===== src/rtl/regfile_pkg.sv =====
// Shared sizing defaults and register-index constants for the FP register file.
package regfile_pkg;

  localparam int DATA_W_DEF   = 16;
  localparam int NUM_REGS_DEF = 16;
  localparam int ONES_REG_DEF = 13;
  localparam int PC_REG_DEF   = NUM_REGS_DEF - 1;

  typedef logic [$clog2(NUM_REGS_DEF)-1:0] reg_addr_t;
  typedef logic [DATA_W_DEF-1:0]           reg_word_t;

endpackage


===== src/rtl/regfile_sb_if.sv =====
// Issue/writeback-side bus of the register file: write ports, reservation, read ports, status.
interface regfile_sb_if
  import regfile_pkg::*;
#(
  parameter int DATA_W   = DATA_W_DEF,
  parameter int NUM_REGS = NUM_REGS_DEF,
  parameter int NUM_RD   = 2
);

  localparam int ADDR_W = $clog2(NUM_REGS);

  logic [DATA_W-1:0]        pc;
  logic                     wa_en;
  logic [ADDR_W-1:0]        wa_addr;
  logic [DATA_W-1:0]        wa_data;
  logic                     wb_en;
  logic [ADDR_W-1:0]        wb_addr;
  logic [DATA_W-1:0]        wb_data;
  logic                     rsv_valid;
  logic [ADDR_W-1:0]        rsv_addr;
  logic                     rsv_ready;
  logic [NUM_RD*ADDR_W-1:0] rd_addr;
  logic [NUM_RD*DATA_W-1:0] rd_data;
  logic [NUM_RD-1:0]        rd_busy;
  logic [ADDR_W:0]          busy_cnt;
  logic                     wr_conflict;

  modport master (
    output pc, wa_en, wa_addr, wa_data, wb_en, wb_addr, wb_data,
           rsv_valid, rsv_addr, rd_addr,
    input  rsv_ready, rd_data, rd_busy, busy_cnt, wr_conflict
  );

  modport slave (
    input  pc, wa_en, wa_addr, wa_data, wb_en, wb_addr, wb_data,
           rsv_valid, rsv_addr, rd_addr,
    output rsv_ready, rd_data, rd_busy, busy_cnt, wr_conflict
  );

endinterface


===== src/rtl/regfile_scoreboard.sv =====
// Per-register busy bits for pending FPU results, with reserve/complete handshake and count.
module regfile_scoreboard
  import regfile_pkg::*;
#(
  parameter int NUM_REGS = NUM_REGS_DEF,
  parameter int PC_REG   = PC_REG_DEF,
  localparam int ADDR_W  = $clog2(NUM_REGS)
) (
  input  logic                clk,
  input  logic                reset,
  input  logic                rsv_valid,
  input  logic [ADDR_W-1:0]   rsv_addr,
  input  logic                wb_en,
  input  logic [ADDR_W-1:0]   wb_addr,
  output logic                rsv_ready,
  output logic [NUM_REGS-1:0] busy,
  output logic [ADDR_W:0]     busy_cnt
);

  logic [NUM_REGS-1:0] busy_reg, busy_next;
  logic [ADDR_W:0]     cnt_reg, cnt_next;
  logic                rsv_fire;

  function automatic logic [ADDR_W:0] popcount(input logic [NUM_REGS-1:0] v);
    logic [ADDR_W:0] n;
    n = '0;
    for (int i = 0; i < NUM_REGS; i++) n = n + {{ADDR_W{1'b0}}, v[i]};
    return n;
  endfunction

  // A completing write frees its register this cycle, so it may be re-reserved at once.
  assign rsv_ready = (rsv_addr != ADDR_W'(PC_REG)) &&
                     (!busy_reg[rsv_addr] || (wb_en && wb_addr == rsv_addr));
  assign rsv_fire  = rsv_valid && rsv_ready;

  always_comb begin
    busy_next = busy_reg;
    if (wb_en)    busy_next[wb_addr]  = 1'b0;
    if (rsv_fire) busy_next[rsv_addr] = 1'b1;
    cnt_next = popcount(busy_next);
  end

  always_ff @(posedge clk or negedge reset) begin
    if (!reset) begin
      busy_reg <= '0;
      cnt_reg  <= '0;
    end else begin
      busy_reg <= busy_next;
      cnt_reg  <= cnt_next;
    end
  end

  assign busy     = busy_reg;
  assign busy_cnt = cnt_reg;

endmodule


===== src/rtl/regfile_sb.sv =====
// Dual-write, N-read FP register file with write forwarding, PC-mapped top register and scoreboard.
module regfile_sb
  import regfile_pkg::*;
#(
  parameter int              DATA_W   = DATA_W_DEF,
  parameter int              NUM_REGS = NUM_REGS_DEF,
  parameter int              NUM_RD   = 2,
  parameter int              PC_REG   = NUM_REGS - 1,
  parameter int              PC_SHIFT = 2,
  parameter int              ONES_REG = ONES_REG_DEF,
  parameter logic [DATA_W-1:0] INIT0  = '0
) (
  input logic         clk,
  input logic         reset,
  regfile_sb_if.slave bus
);

  localparam int ADDR_W = $clog2(NUM_REGS);
  localparam logic [ADDR_W-1:0] PC_ADDR = ADDR_W'(PC_REG);

  logic [DATA_W-1:0]   regs_reg [NUM_REGS];
  logic [NUM_REGS-1:0] busy;
  logic                wr_conflict_reg;

  function automatic logic [DATA_W-1:0] reset_value(input int idx);
    if (idx == 0)        return INIT0;
    if (idx == ONES_REG) return {DATA_W{1'b1}};
    return '0;
  endfunction

  // Port B is written last so it overrides port A on a shared address.
  always_ff @(posedge clk or negedge reset) begin
    if (!reset) begin
      for (int i = 0; i < NUM_REGS; i++) regs_reg[i] <= reset_value(i);
    end else begin
      if (bus.wa_en && bus.wa_addr != PC_ADDR) regs_reg[bus.wa_addr] <= bus.wa_data;
      if (bus.wb_en && bus.wb_addr != PC_ADDR) regs_reg[bus.wb_addr] <= bus.wb_data;
    end
  end

  always_ff @(posedge clk or negedge reset) begin
    if (!reset)
      wr_conflict_reg <= 1'b0;
    else if (bus.wa_en && bus.wb_en && bus.wa_addr == bus.wb_addr && bus.wa_addr != PC_ADDR)
      wr_conflict_reg <= 1'b1;
  end

  assign bus.wr_conflict = wr_conflict_reg;

  regfile_scoreboard #(
    .NUM_REGS (NUM_REGS),
    .PC_REG   (PC_REG)
  ) u_scoreboard (
    .clk       (clk),
    .reset     (reset),
    .rsv_valid (bus.rsv_valid),
    .rsv_addr  (bus.rsv_addr),
    .wb_en     (bus.wb_en),
    .wb_addr   (bus.wb_addr),
    .rsv_ready (bus.rsv_ready),
    .busy      (busy),
    .busy_cnt  (bus.busy_cnt)
  );

  for (genvar gi = 0; gi < NUM_RD; gi++) begin : g_rd
    logic [ADDR_W-1:0] addr;
    logic [DATA_W-1:0] data;
    logic              pend;

    assign addr = bus.rd_addr[gi*ADDR_W +: ADDR_W];

    // A completing FPU result resolves the pending operand; an ALU write does not.
    always_comb begin
      data = regs_reg[addr];
      pend = busy[addr];
      if (addr == PC_ADDR) begin
        data = bus.pc >> PC_SHIFT;
        pend = 1'b0;
      end else if (bus.wb_en && bus.wb_addr == addr) begin
        data = bus.wb_data;
        pend = 1'b0;
      end else if (bus.wa_en && bus.wa_addr == addr) begin
        data = bus.wa_data;
      end
    end

    assign bus.rd_data[gi*DATA_W +: DATA_W] = data;
    assign bus.rd_busy[gi]                  = pend;
  end

endmodule

===== src/flat_wrapper.sv =====
// flat-port wrapper written by rule: the top's interface ports become plain ports
module regfile_sb_flat import regfile_pkg::*;
#(
  parameter int              DATA_W   = DATA_W_DEF,
  parameter int              NUM_REGS = NUM_REGS_DEF,
  parameter int              NUM_RD   = 2,
  parameter int              PC_REG   = NUM_REGS - 1,
  parameter int              PC_SHIFT = 2,
  parameter int              ONES_REG = ONES_REG_DEF,
  parameter logic [DATA_W-1:0] INIT0  = '0
)
  (clk, reset, bus_pc, bus_wa_en, bus_wa_addr, bus_wa_data, bus_wb_en, bus_wb_addr, bus_wb_data, bus_rsv_valid, bus_rsv_addr, bus_rd_addr, bus_rsv_ready, bus_rd_data, bus_rd_busy, bus_busy_cnt, bus_wr_conflict);
  regfile_sb_if #(.DATA_W(DATA_W), .NUM_REGS(NUM_REGS), .NUM_RD(NUM_RD)) bus_i ();
  input logic clk;
  input logic reset;
  input wire logic [$bits(bus_i.pc)-1:0] bus_pc;
  input wire logic [$bits(bus_i.wa_en)-1:0] bus_wa_en;
  input wire logic [$bits(bus_i.wa_addr)-1:0] bus_wa_addr;
  input wire logic [$bits(bus_i.wa_data)-1:0] bus_wa_data;
  input wire logic [$bits(bus_i.wb_en)-1:0] bus_wb_en;
  input wire logic [$bits(bus_i.wb_addr)-1:0] bus_wb_addr;
  input wire logic [$bits(bus_i.wb_data)-1:0] bus_wb_data;
  input wire logic [$bits(bus_i.rsv_valid)-1:0] bus_rsv_valid;
  input wire logic [$bits(bus_i.rsv_addr)-1:0] bus_rsv_addr;
  input wire logic [$bits(bus_i.rd_addr)-1:0] bus_rd_addr;
  output wire logic [$bits(bus_i.rsv_ready)-1:0] bus_rsv_ready;
  output wire logic [$bits(bus_i.rd_data)-1:0] bus_rd_data;
  output wire logic [$bits(bus_i.rd_busy)-1:0] bus_rd_busy;
  output wire logic [$bits(bus_i.busy_cnt)-1:0] bus_busy_cnt;
  output wire logic [$bits(bus_i.wr_conflict)-1:0] bus_wr_conflict;
  assign bus_i.pc = bus_pc;
  assign bus_i.wa_en = bus_wa_en;
  assign bus_i.wa_addr = bus_wa_addr;
  assign bus_i.wa_data = bus_wa_data;
  assign bus_i.wb_en = bus_wb_en;
  assign bus_i.wb_addr = bus_wb_addr;
  assign bus_i.wb_data = bus_wb_data;
  assign bus_i.rsv_valid = bus_rsv_valid;
  assign bus_i.rsv_addr = bus_rsv_addr;
  assign bus_i.rd_addr = bus_rd_addr;
  assign bus_rsv_ready = bus_i.rsv_ready;
  assign bus_rd_data = bus_i.rd_data;
  assign bus_rd_busy = bus_i.rd_busy;
  assign bus_busy_cnt = bus_i.busy_cnt;
  assign bus_wr_conflict = bus_i.wr_conflict;
  regfile_sb #(.DATA_W(DATA_W), .NUM_REGS(NUM_REGS), .NUM_RD(NUM_RD), .PC_REG(PC_REG), .PC_SHIFT(PC_SHIFT), .ONES_REG(ONES_REG), .INIT0(INIT0)) u_core (.clk(clk), .reset(reset), .bus(bus_i));
endmodule

===== config.mk =====
export PLATFORM = sky130hd
export DESIGN_NAME = regfile_sb_flat
export DESIGN_NICKNAME = d
export VERILOG_FILES = /design/src/rtl/regfile_pkg.sv /design/src/rtl/regfile_sb_if.sv /design/src/rtl/regfile_scoreboard.sv /design/src/rtl/regfile_sb.sv /design/src/flat_wrapper.sv
export SDC_FILE = /design/constraint.sdc
export NUM_CORES = 1
export LEC_CHECK = 0
export BUFFER_PORTS_ARGS = -buffer_cell sky130_fd_sc_hd__clkbuf_2
export CAP_MARGIN = 30
export CORE_MARGIN = 2
export CORE_UTILIZATION = 62
export DETAILED_ROUTE_END_ITERATION = 10
export GPL_ROUTABILITY_DRIVEN = 0
export PLACE_DENSITY = 0.84
export SLEW_MARGIN = 25
export SYNTH_ARGS = -nofsm -noshare
export SYNTH_HDL_FRONTEND = slang
export SYNTH_SLANG_ARGS = --single-unit

===== constraint.sdc =====
create_clock -name clk -period 6.3 [get_ports clk]
set_clock_uncertainty 0.1 [all_clocks]
set_input_delay 0.945 -clock clk [delete_from_list [all_inputs] [get_ports clk]]
set_output_delay 0.945 -clock clk [all_outputs]
set_load 0.01 [all_outputs]

After elaboration in Yosys (flattened, before gate mapping)
Cells that the tools add are included.
Storage, ports and cells
  output and inout port bits: 41
  word-level logic and storage cells: 118
  bits of input ports: 73
  register bits: 278
Operators by class
  multiplexer cells: 36
  equality and inequality tests: 11
  bitwise gates (word level): 7
  add/sub/neg operators: 15
  magnitude comparators: 12
  reduce and logical (&&, ||, !) cells: 18
Operators by type and width (count)
  256-bit bitwise mux: 2
  256-bit 2-to-1 mux: 2
  16-bit 2-to-1 mux: 14
  16-bit binary-select mux with 4-bit select: 2
  16-bit demux with 4-bit select: 2
  5-bit by 1-bit adder with 5-bit output: 11
  4-bit == test: 6
  5-bit greater-or-equal comparator, second input constant: 4
  4-bit by 5-bit < comparator with 1-bit output, second input constant: 4
  4-bit inverter with 5-bit output: 4
  16-bit AND: 1
  1-bit logical AND: 16
  16-bit inverter: 1
  16-bit OR: 1
  1-bit binary-select mux with 4-bit select: 3
  4-bit inequality test, second input constant: 3
  5-bit by 1-bit < comparator with 1-bit output, second input constant: 2
  1-bit 2-to-1 mux: 9
  1-bit demux with 4-bit select: 2
  4-bit == test, second input constant: 2
  4-bit by 1-bit greater-or-equal comparator with 1-bit output, second input constant: 2
  4-bit by 1-bit adder with 5-bit output: 1
  3-bit by 1-bit adder with 4-bit output: 1
  2-bit by 1-bit adder with 3-bit output: 1
  3 further kinds: 3

Longest topological paths before layout
Gate-level depths: netlist (run 1).
  word-level depth: 24
  depth in mapped cells: 17

Modules after synthesis
Synthesis (run 1) repeated with hierarchy kept, for this count alone.
Unflattened totals
  cells, all modules: 1833
  area total of the unflattened synthesis: 18649.1 µm²
Modules (own cells, without submodules)
  regfile_sb: instances 1, area an instance 17161.5 µm², cells each 1695
  regfile_scoreboard: instances 1, area an instance 1487.7 µm², cells each 138

Worst setup path before layout (run 1)
OpenSTA, ideal clock, no wires.
  kind: input -> register
  start point: input bus_rsv_addr[0]
  end point: register u_core.u_scoreboard.cnt_reg[4] (netlist: u_core.u_scoreboard.busy_cnt[4])
  slack: 0.824 ns
  stages: 17
  data required time: 6.081 ns
  path buffers: 1
  setup time: 0.119 ns
  data arrival time: 5.257 ns
  path through: buf_4 -> mux4_2 -> mux2_2 -> o311ai_1 -> nand3_1 -> o21a_1 -> fa_1 -> inv_1 -> fa_1 -> inv_1 -> fa_1 -> inv_1 -> fa_1 -> ha_1 -> fa_1 -> a21oi_1 -> nor2b_1
Between the ends
  word-level cells in the longest chain between the ends: 22
RTL lines
  start: declaration: RTL line flat_wrapper.sv:24  | input wire logic [$bits(bus_i.rsv_addr)-1:0] bus_rsv_addr;
  parallel branches: the longest is 6 deep, another holds 4-bit by 5-bit < comparator with 1-bit output
  16-bit 2-to-1 mux (*): RTL line regfile_scoreboard.sv:39  | if (rsv_fire) busy_next[rsv_addr] = 1'b1;
  1-bit by 1-bit adder with 2-bit output: RTL line regfile_scoreboard.sv:27  | for (int i = 0; i < NUM_REGS; i++) n = n + {{ADDR_W{1'b0}}, v[i]};
  2-bit by 1-bit adder with 3-bit output: RTL line regfile_scoreboard.sv:27
  3-bit by 1-bit adder with 4-bit output: RTL line regfile_scoreboard.sv:27
  4-bit by 1-bit adder with 5-bit output: RTL line regfile_scoreboard.sv:27
  5-bit by 1-bit adder with 5-bit output (10 in a row): RTL line regfile_scoreboard.sv:27
  5-bit by 1-bit adder with 5-bit output (*): RTL line regfile_scoreboard.sv:27
  net u_core.u_scoreboard.cnt_next[4]: RTL line regfile_scoreboard.sv:21  | logic [ADDR_W:0] cnt_reg, cnt_next;
  end signal: assignment: RTL line regfile_scoreboard.sv:49  | cnt_reg <= cnt_next;
  end: declaration: RTL line regfile_scoreboard.sv:21
Mark *: on every way through the listed nets, which the timed path passes. The select of a mux whose other input is x is not followed.
A chain may end at the register's enable or synchronous reset.

Worst setup path in the final report (run 1)
  start point: input bus_rsv_addr[0]
  end point: register u_core.u_scoreboard.cnt_reg[4] (netlist: u_core.u_scoreboard.busy_cnt[4])
RTL lines
  parallel branches: the longest is 6 deep, another holds 4-bit by 5-bit < comparator with 1-bit output
  16-bit 2-to-1 mux (*): RTL line regfile_scoreboard.sv:39
  net u_core.u_scoreboard.busy_next[7]: RTL line regfile_scoreboard.sv:20  | logic [NUM_REGS-1:0] busy_reg, busy_next;
  5-bit by 1-bit adder with 5-bit output (*) (9 in a row): RTL line regfile_scoreboard.sv:27
  net u_core.u_scoreboard.cnt_next[4]: RTL line regfile_scoreboard.sv:21
Marked as above.

==> results by group, run 1 <==
Outcome
  – Outcome: completed

Critical path
  – Cells along the critical path: clkbuf_2 > mux4_2 > mux2_2 > o311ai_1 > nand4_1 > o21ai_1 > fa_1 > fa_1 > inv_1 > fa_1 > inv_1 > fa_1 > ha_1 > fa_1 > a21oi_1 > nor2b_1
  – CP bufs+invs: 3
  – Beginning of the critical path: bus_rsv_addr[0]
  – Launch point of the worst reg-to-reg path: u_core.u_scoreboard.busy[7]
  – Class of the most critical setup path: primary input to register
  – Arrival time at the worst endpoint: 5.81 ns
  – Delay contributed by the slowest stage of the critical path: 0.58 ns
  – CP Launch Type: primary input
  – Cell class contributing the biggest share of worst-path delay: adder cells
  – Data required time of the worst path: 6.66 ns
  – Category of the worst setup path capture point: register
  – Slowest library cell on the worst path: mux4_2
  – Highest fanout seen on the critical path: 10
  – Dominant cell type by count on the critical path: fa_1

Clock network
  – Clock network latency to the later pin of the worst-skew pair: 0.57 ns
  – CTS Buffer Depth: 3
  – Clk pin slew, worst setup/hold paths: 0.06 ns
  – Number of buffers inserted to repair setup after CTS: 0
  – CTS root buf: clkbuf_16
  – Number of buffers inserted for hold repair after clock tree synthesis: 0
  – TritonCTS clock tree: done
  – TritonCTS Sinks: 278
  – CTS HTree Levels: 1
  – Total CTS buffers: 30
  – CTS resizes: 0

Synth
  – Synthesized instance count: 1835
  – Main combinational cell family by area after synthesis: multiplexers
  – Post-synthesis compound-gate area fraction: 0.128
  – Synthesis Warnings: 0
  – Register bit total from synthesis: 278
  – Nets in the synthesized netlist: 1923
  – Adder-cell area share of the yosys netlist: 0.0140
  – Ranking of synthesized cells by area: dfrtp_1 35%, mux2i_1 17%, mux4_2 13%
  – Simple-gate portion of the synthesized area: 0.103
  – Dominant register cell in the synthesized netlist: dfrtp_1
  – Mapped Area: 18800 um2
  – Share of synthesized flip-flops with an asynchronous set or reset: 1.00
  – Yosys top cell area share: 0.350
  – Number of distinct library cells after synthesis: 57
  – Count of flip-flops with a built-in enable after synthesis: 0
  – Multiplexer share of the synthesized area: 0.310
  – Share of synthesized area occupied by flip-flops and latches: 0.372
  – Post-Syn Area per Cell: 10.2 um2
  – Cell type with the highest aggregate area in the netlist: dfrtp_1
  – Xor/xnor share of the synthesized area: 0.0117

Layout
  – Final #Nets: 1890
  – Max reg flops: 256
  – Most frequent standard cell in the layout excluding fill and tap cells: mux2i_1
  – Commonest cells after routing, fill and taps aside: 310 x mux2i_1, 262 x dfrtp_1, 164 x nor2_1
  – Area growth from synthesis to layout: 7.39%
  – Fraction of layout instances using a drive strength above 1: 0.196

STA
  – Fin Hold WS: 0.295 ns
  – Total Neg Setup Slack: 0 ns
  – Count of final hold-check violations: 0
  – Measured slew at the worst slew-check pin: 1.00 ns
  – Post-route worst setup slack: 0.848 ns
  – Highest Clock Rate: 183 MHz
  – Max-slew headroom: 0.330
  – Pins Over Slew Limit: 0
  – Share of the clock period used by the worst path after layout: 0.865
  – Count of endpoints failing setup in the final report: 0
  – Unrepaired setup endpoints after global routing: false
  – Final period demand of the worst path: 5.45 ns

Global route
  – Antenna violations before repair: 9
  – Global-route wire length before repair: 94.9 mm
  – Vias in the first global route: 16007
  – Total Routing Usage GR: 0.409
  – Pin count of the biggest net entering global routing: 178
  – Total gr overflow: 0

Route
  – Total wirelength of the detailed-routed design: 63.5 mm
  – Routed vias/inst: 7.27
  – Wire length per cell after detailed routing: 28.6 um
  – Number of iterations in the first detailed-routing pass: 6
  – Via count of the routed design: 16149
  – Number of violations reported at the end of detailed-routing iteration 0: 2908
  – Number of routed nets with antenna violations: 0
  – Number of remaining DRC errors: 0

Floorplan
  – Top Ports: 114
  – Placeable core area: 29700 um2
  – Total number of placement rows: 63
  – Effective utilization at floorplan: 0.631
  – DIE HEIGHT: 178 um
  – Die Width: 178 um
  – Die outline area: 31700 um2

Pwr
  – Total power after layout: 0.00654 W
  – Worst IR Drop VDD: 539 uV
  – Power per unit of standard cell area: 325 nW/um2
  – Leakage: 8.86 nW

Run
  – Max-cap violation count: 0

Place
  – Total of buffers placed on input and output ports: 111
  – Worst setup slack after placement: 0.382 ns
  – DP Wirelength: 38.3 mm

Min path
  – Launch instance of the worst min-delay path: u_core.regs_reg[5]
  – Worst min-delay path category: register to register
## synth_stat cells, drive strengths merged, types with 14 or more instances
library cell,instances
clkbuf,120
and2,34
nand2,140
nor2b,14
nand3,18
mux4,118
a31oi,28
mux2i,310
nor2,172
xnor2,17
buf,104
o21ai,126
o22ai,26
dfstp,16
dfrtp,262
a22oi,38
inv,22
a21oi,152
## per-layer routing
metal,track usage,vias to the layer above,share of wire
li1,-,6575,-
met1,0.528,7649,0.34
met2,0.575,1514,0.42
met3,0.151,407,0.16
met4,0.278,4,0.077
met5,0,-,0.00046
## layout make-up
class / instances / area [um2]
well taps: 390 / 488
multi-input cells: 1311 / 10700
flip-flops and latches: 278 / 6980
repair buffers: 159 / 981
clock inverters: 10 / 103
clock buffers: 43 / 841
inverters: 22 / 82.6
fillers: 2163 / 9580
diodes: 7 / 17.5
## final timing paths
path / slack (ns) / depth (start not counted) / to
max reg2reg: 1.12 / 15 / u_core.u_scoreboard.busy_cnt[4]
min reg2reg: 0.29 / 0 / u_core.regs_reg[5]
min in group asynchronous: 0.30 / 1 / u_core.regs_reg[13]
max in group asynchronous: 4.35 / 3 / u_core.regs_reg[149]
min: 0.29 / 0 / u_core.regs_reg[5]
max: 0.85 / 16 / u_core.u_scoreboard.busy_cnt[4]
## kinds of logic after synthesis
| kind of cell | count (synthesis) |
|---|---|
| buffers and inverters | 246 |
| DFF | 278 |
| and+or+nand+nor | 424 |
| muxes | 430 |
| AOI/OAI and AO/OA | 417 |
| xor gates and xnor gates | 25 |
| adders and majority gates | 15 |
## through the flow
step | instances | instance area, um2 | util
floorplan | 1835 | 18800 | -
global placement | 2158 | 19100 | 0.644
detailed placement | 2159 | 19100 | 0.644
CTS | 2212 | 20100 | 0.676
global route | 2220 | 20100 | 0.678
finish | 2220 | 20100 | 0.678
## report_power, final
part | leakage [nW] | internal (W) | switching, W
clock | 0.464 | 0.00100 | 0.000749
sequential | 3.31 | 0.00226 | 0.000366
combinational | 5.08 | 0.00106 | 0.00110
Power figures use the tool's default switching activity.
==> inputs of run 2 (changes only) <==
--- a/constraint.sdc
+++ b/constraint.sdc
@@ -4,2 +4,2 @@
 set_output_delay 0.945 -clock clk [all_outputs]
-set_load 0.01 [all_outputs]
+set_load 0.02 [all_outputs]
==> run 2 against run 1 <==
  * Worst hold slack worse by 0.13 ns
  * Flip-flop and latch count unchanged
  * Sequential share of layout area down 0.20 points
  * Critical path depth unchanged
  * Setup slack better by 0.042 ns
  * Sequential power about the same
  * Cell count about the same
  * Clock power up 9.7%
  * Die area unchanged
  * Critical endpoint unchanged
  * Highest routed layer unchanged
==> results by group, run 2 (synthesis results as in run 1) <==
Outcome
  – Outcome: completed

Clock network
  – CTS root buf: clkbuf_16
  – CTS HTree Levels: 1 (unchanged)
  – Total CTS buffers: 30 (unchanged)
  – TritonCTS Sinks: 278 (unchanged)
  – Number of buffers inserted for hold repair after clock tree synthesis: 0 (unchanged)
  – CTS resizes: 0 (unchanged)
  – Clock network latency to the later pin of the worst-skew pair: 0.58 ns (about the same)
  – CTS Buffer Depth: 3 (unchanged)
  – Clk pin slew, worst setup/hold paths: 0.06 ns (about the same)
  – TritonCTS clock tree: done
  – Number of buffers inserted to repair setup after CTS: 0 (unchanged)

Route
  – Number of violations reported at the end of detailed-routing iteration 0: 2705 (-7.0%)
  – Number of remaining DRC errors: 0 (unchanged)
  – Number of routed nets with antenna violations: 0 (unchanged)
  – Total wirelength of the detailed-routed design: 64.8 mm (+2.0%)
  – Via count of the routed design: 16298 (+0.92%)
  – Routed vias/inst: 7.33 (+0.83%)
  – Wire length per cell after detailed routing: 29.2 um (+1.9%)
  – Number of iterations in the first detailed-routing pass: 9 (+3)

Floorplan
  – Top Ports: 114 (unchanged)
  – Placeable core area: 29700 um2 (unchanged)
  – DIE HEIGHT: 178 um (unchanged)
  – Effective utilization at floorplan: 0.631 (unchanged)
  – Die outline area: 31700 um2 (unchanged)
  – Die Width: 178 um (unchanged)
  – Total number of placement rows: 63 (unchanged)

Global route
  – Global-route wire length before repair: 96.7 mm (+1.8%)
  – Antenna violations before repair: 7 (-2)
  – Total Routing Usage GR: 0.416 (+0.00647)
  – Vias in the first global route: 16230 (+1.4%)
  – Total gr overflow: 0 (unchanged)
  – Pin count of the biggest net entering global routing: 154 (-13%)

Layout
  – Area growth from synthesis to layout: 8.01%
  – Commonest cells after routing, fill and taps aside: 310 x mux2i_1, 262 x dfrtp_1, 164 x nor2_1
  – Number of filler instances in the final layout: 2166 (+0.14%)
  – Final #Nets: 1891 (+0.053%)
  – Finished layout cell area: 20300 um2 (+0.57%)
  – Max reg flops: 256 (unchanged)
  – Total area of multi-input combinational cells: 10600 um2 (about the same)
  – Area taken by flip-flops and latches: 6980 um2 (unchanged)
  – Fraction of layout instances using a drive strength above 1: 0.195 (-0.000429)
  – Most frequent standard cell in the layout excluding fill and tap cells: mux2i_1

Pwr
  – Leakage: 8.91 nW (+0.60%)
  – Power per unit of standard cell area: 335 nW/um2 (+3.0%)
  – Switching part of the total power: 0.339 (about the same)
  – Part of the power in the clock network: 0.283 (+0.015)
  – Net Switching: 0.00230 W (+3.7%)
  – Power Internal: 0.00448 W (+3.6%)
  – Relative contribution of combinational cells to total power: 0.329 (-0.002)
  – Worst IR Drop VDD: 478 uV (-11%)
  – Power share of the sequential group: 0.388 (-0.014)

Critical path
  – Dominant cell type by count on the critical path: fa_1
  – Slowest library cell on the worst path: mux4_2
  – Arrival time at the worst endpoint: 5.78 ns (-0.03 ns)
  – CP bufs+invs: 3 (unchanged)
  – Data required time of the worst path: 6.67 ns (about the same)
  – Class of the most critical setup path: primary input to register
  – Beginning of the critical path: bus_rsv_addr[0]
  – Launch point of the worst reg-to-reg path: u_core.u_scoreboard.busy[6]
  – Highest fanout seen on the critical path: 10 (unchanged)
  – Category of the worst setup path capture point: register
  – Destination of the worst register-to-register timing path: u_core.u_scoreboard.busy_cnt[4]
  – Path depth of the worst reg2reg path: 15 (unchanged)
  – Delay contributed by the slowest stage of the critical path: 0.56 ns (-0.02 ns)
  – Cell class contributing the biggest share of worst-path delay: adder cells
  – CP Launch Type: primary input
  – Register-to-register setup slack: 1.16 ns (+0.04 ns)
  – Cells along the critical path: clkbuf_2 > mux4_2 > mux2_2 > o311ai_1 > nand4_1 > o21ai_1 > fa_1 > fa_1 > inv_1 > fa_1 > inv_1 > fa_1 > ha_1 > fa_1 > a21oi_1 > nor2b_1

STA
  – Share of the clock period used by the worst path after layout: 0.859 (-0.00662)
  – Highest Clock Rate: 185 MHz (+0.77%)
  – Count of endpoints failing setup in the final report: 0 (unchanged)
  – Final period demand of the worst path: 5.41 ns (-0.0417 ns)
  – Pins Over Slew Limit: 0 (unchanged)
  – Fin Hold WS: 0.167 ns (-0.128 ns)
  – Max-slew headroom: 0.242 (-0.0879)
  – Count of final hold-check violations: 0 (unchanged)
  – Unrepaired setup endpoints after global routing: false
  – Measured slew at the worst slew-check pin: 1.13 ns (+0.129 ns)
  – Total Neg Setup Slack: 0 ns (unchanged)

Place
  – Placed standard-cell area: 19200 um2 (about the same)
  – DP Wirelength: 38.5 mm (+0.33%)
  – Total of buffers placed on input and output ports: 111 (unchanged)

Min path
  – Worst min-delay path category: primary input to async pin

Run
  – Max-cap violation count: 0 (unchanged)
==> run 2: cell types whose count changed in the layout (fill, tap and decap cells not counted), sizes merged <==
cell / before / now
clkbuf: 149 / 154
clkinv: 7 / 3
bufinv: 2 / 5
diode: 7 / 5
buf: 53 / 54
clkinvlp: 1 / 0
==> run 2: how the worst max path moves through the flow <==
stage / endpoint / cells after the start
2_1_floorplan: u_core.u_scoreboard.busy_cnt[4] / 17
3_3_place_gp: u_core.u_scoreboard.busy_cnt[4] / 16
3_5_place_dp: u_core.u_scoreboard.busy_cnt[4] / 16
4_1_cts: u_core.u_scoreboard.busy_cnt[4] / 16
5_1_grt: u_core.u_scoreboard.busy_cnt[4] / 16
6_report: u_core.u_scoreboard.busy_cnt[4] / 16
==> run 2: worst register-to-register path: cells and delay by family (launching register included) <==
family	cells	cell delay, ns
AOI/OAI and AO/OA	3	0.60
DFF	1	0.42
muxes	2	0.78
adders and majority gates	6	2.67
buffers and inverters	2	0.09
and+or+nand+nor	2	0.36
==> run 2: layout make-up <==
class	instances	share of cell area
antenna	5	0.000618
clock buffer	48	0.0434
clock inverter	8	0.00815
inverter	22	0.00408
multi-input combinational	1311	0.526
sequential	278	0.344
tap	390	0.0241
timing repair buffer	160	0.0494
==> run 2: through the flow <==
| step | setup slack (ns) | total power [W] | instances | utilization |
|---|---|---|---|---|
| after detailed placement | 0.384 | 0.00482 | 2159 | 0.645 |
| final | 0.890 | 0.00678 | 2222 | 0.682 |
| after floorplan | 0.824 | 0.00417 | 1835 | - |
| after global placement | 0.487 | 0.00465 | 2159 | 0.645 |
| after global routing | 0.646 | 0.00708 | 2222 | 0.682 |
| after CTS | 0.911 | 0.00671 | 2215 | 0.680 |
==> run 2: routing by layer <==
| layer | global-route usage | up-vias | share of wire |
|---|---|---|---|
| li1 | - | 6563 | - |
| met1 | 0.535 | 7750 | 0.34 |
| met2 | 0.585 | 1573 | 0.42 |
| met3 | 0.145 | 408 | 0.16 |
| met4 | 0.297 | 4 | 0.081 |
| met5 | 0.00481 | - | 0.00065 |
==> run 2: power by group through the flow <==
stage,sequential [W],clock (W),combinational [W]
after global routing,0.00266,0.00198,0.00244
after detailed placement,0.00262,0,0.00219
after floorplan,0.00252,0,0.00165
after CTS,0.00260,0.00191,0.00220
final,0.00263,0.00192,0.00223
after global placement,0.00258,0,0.00207
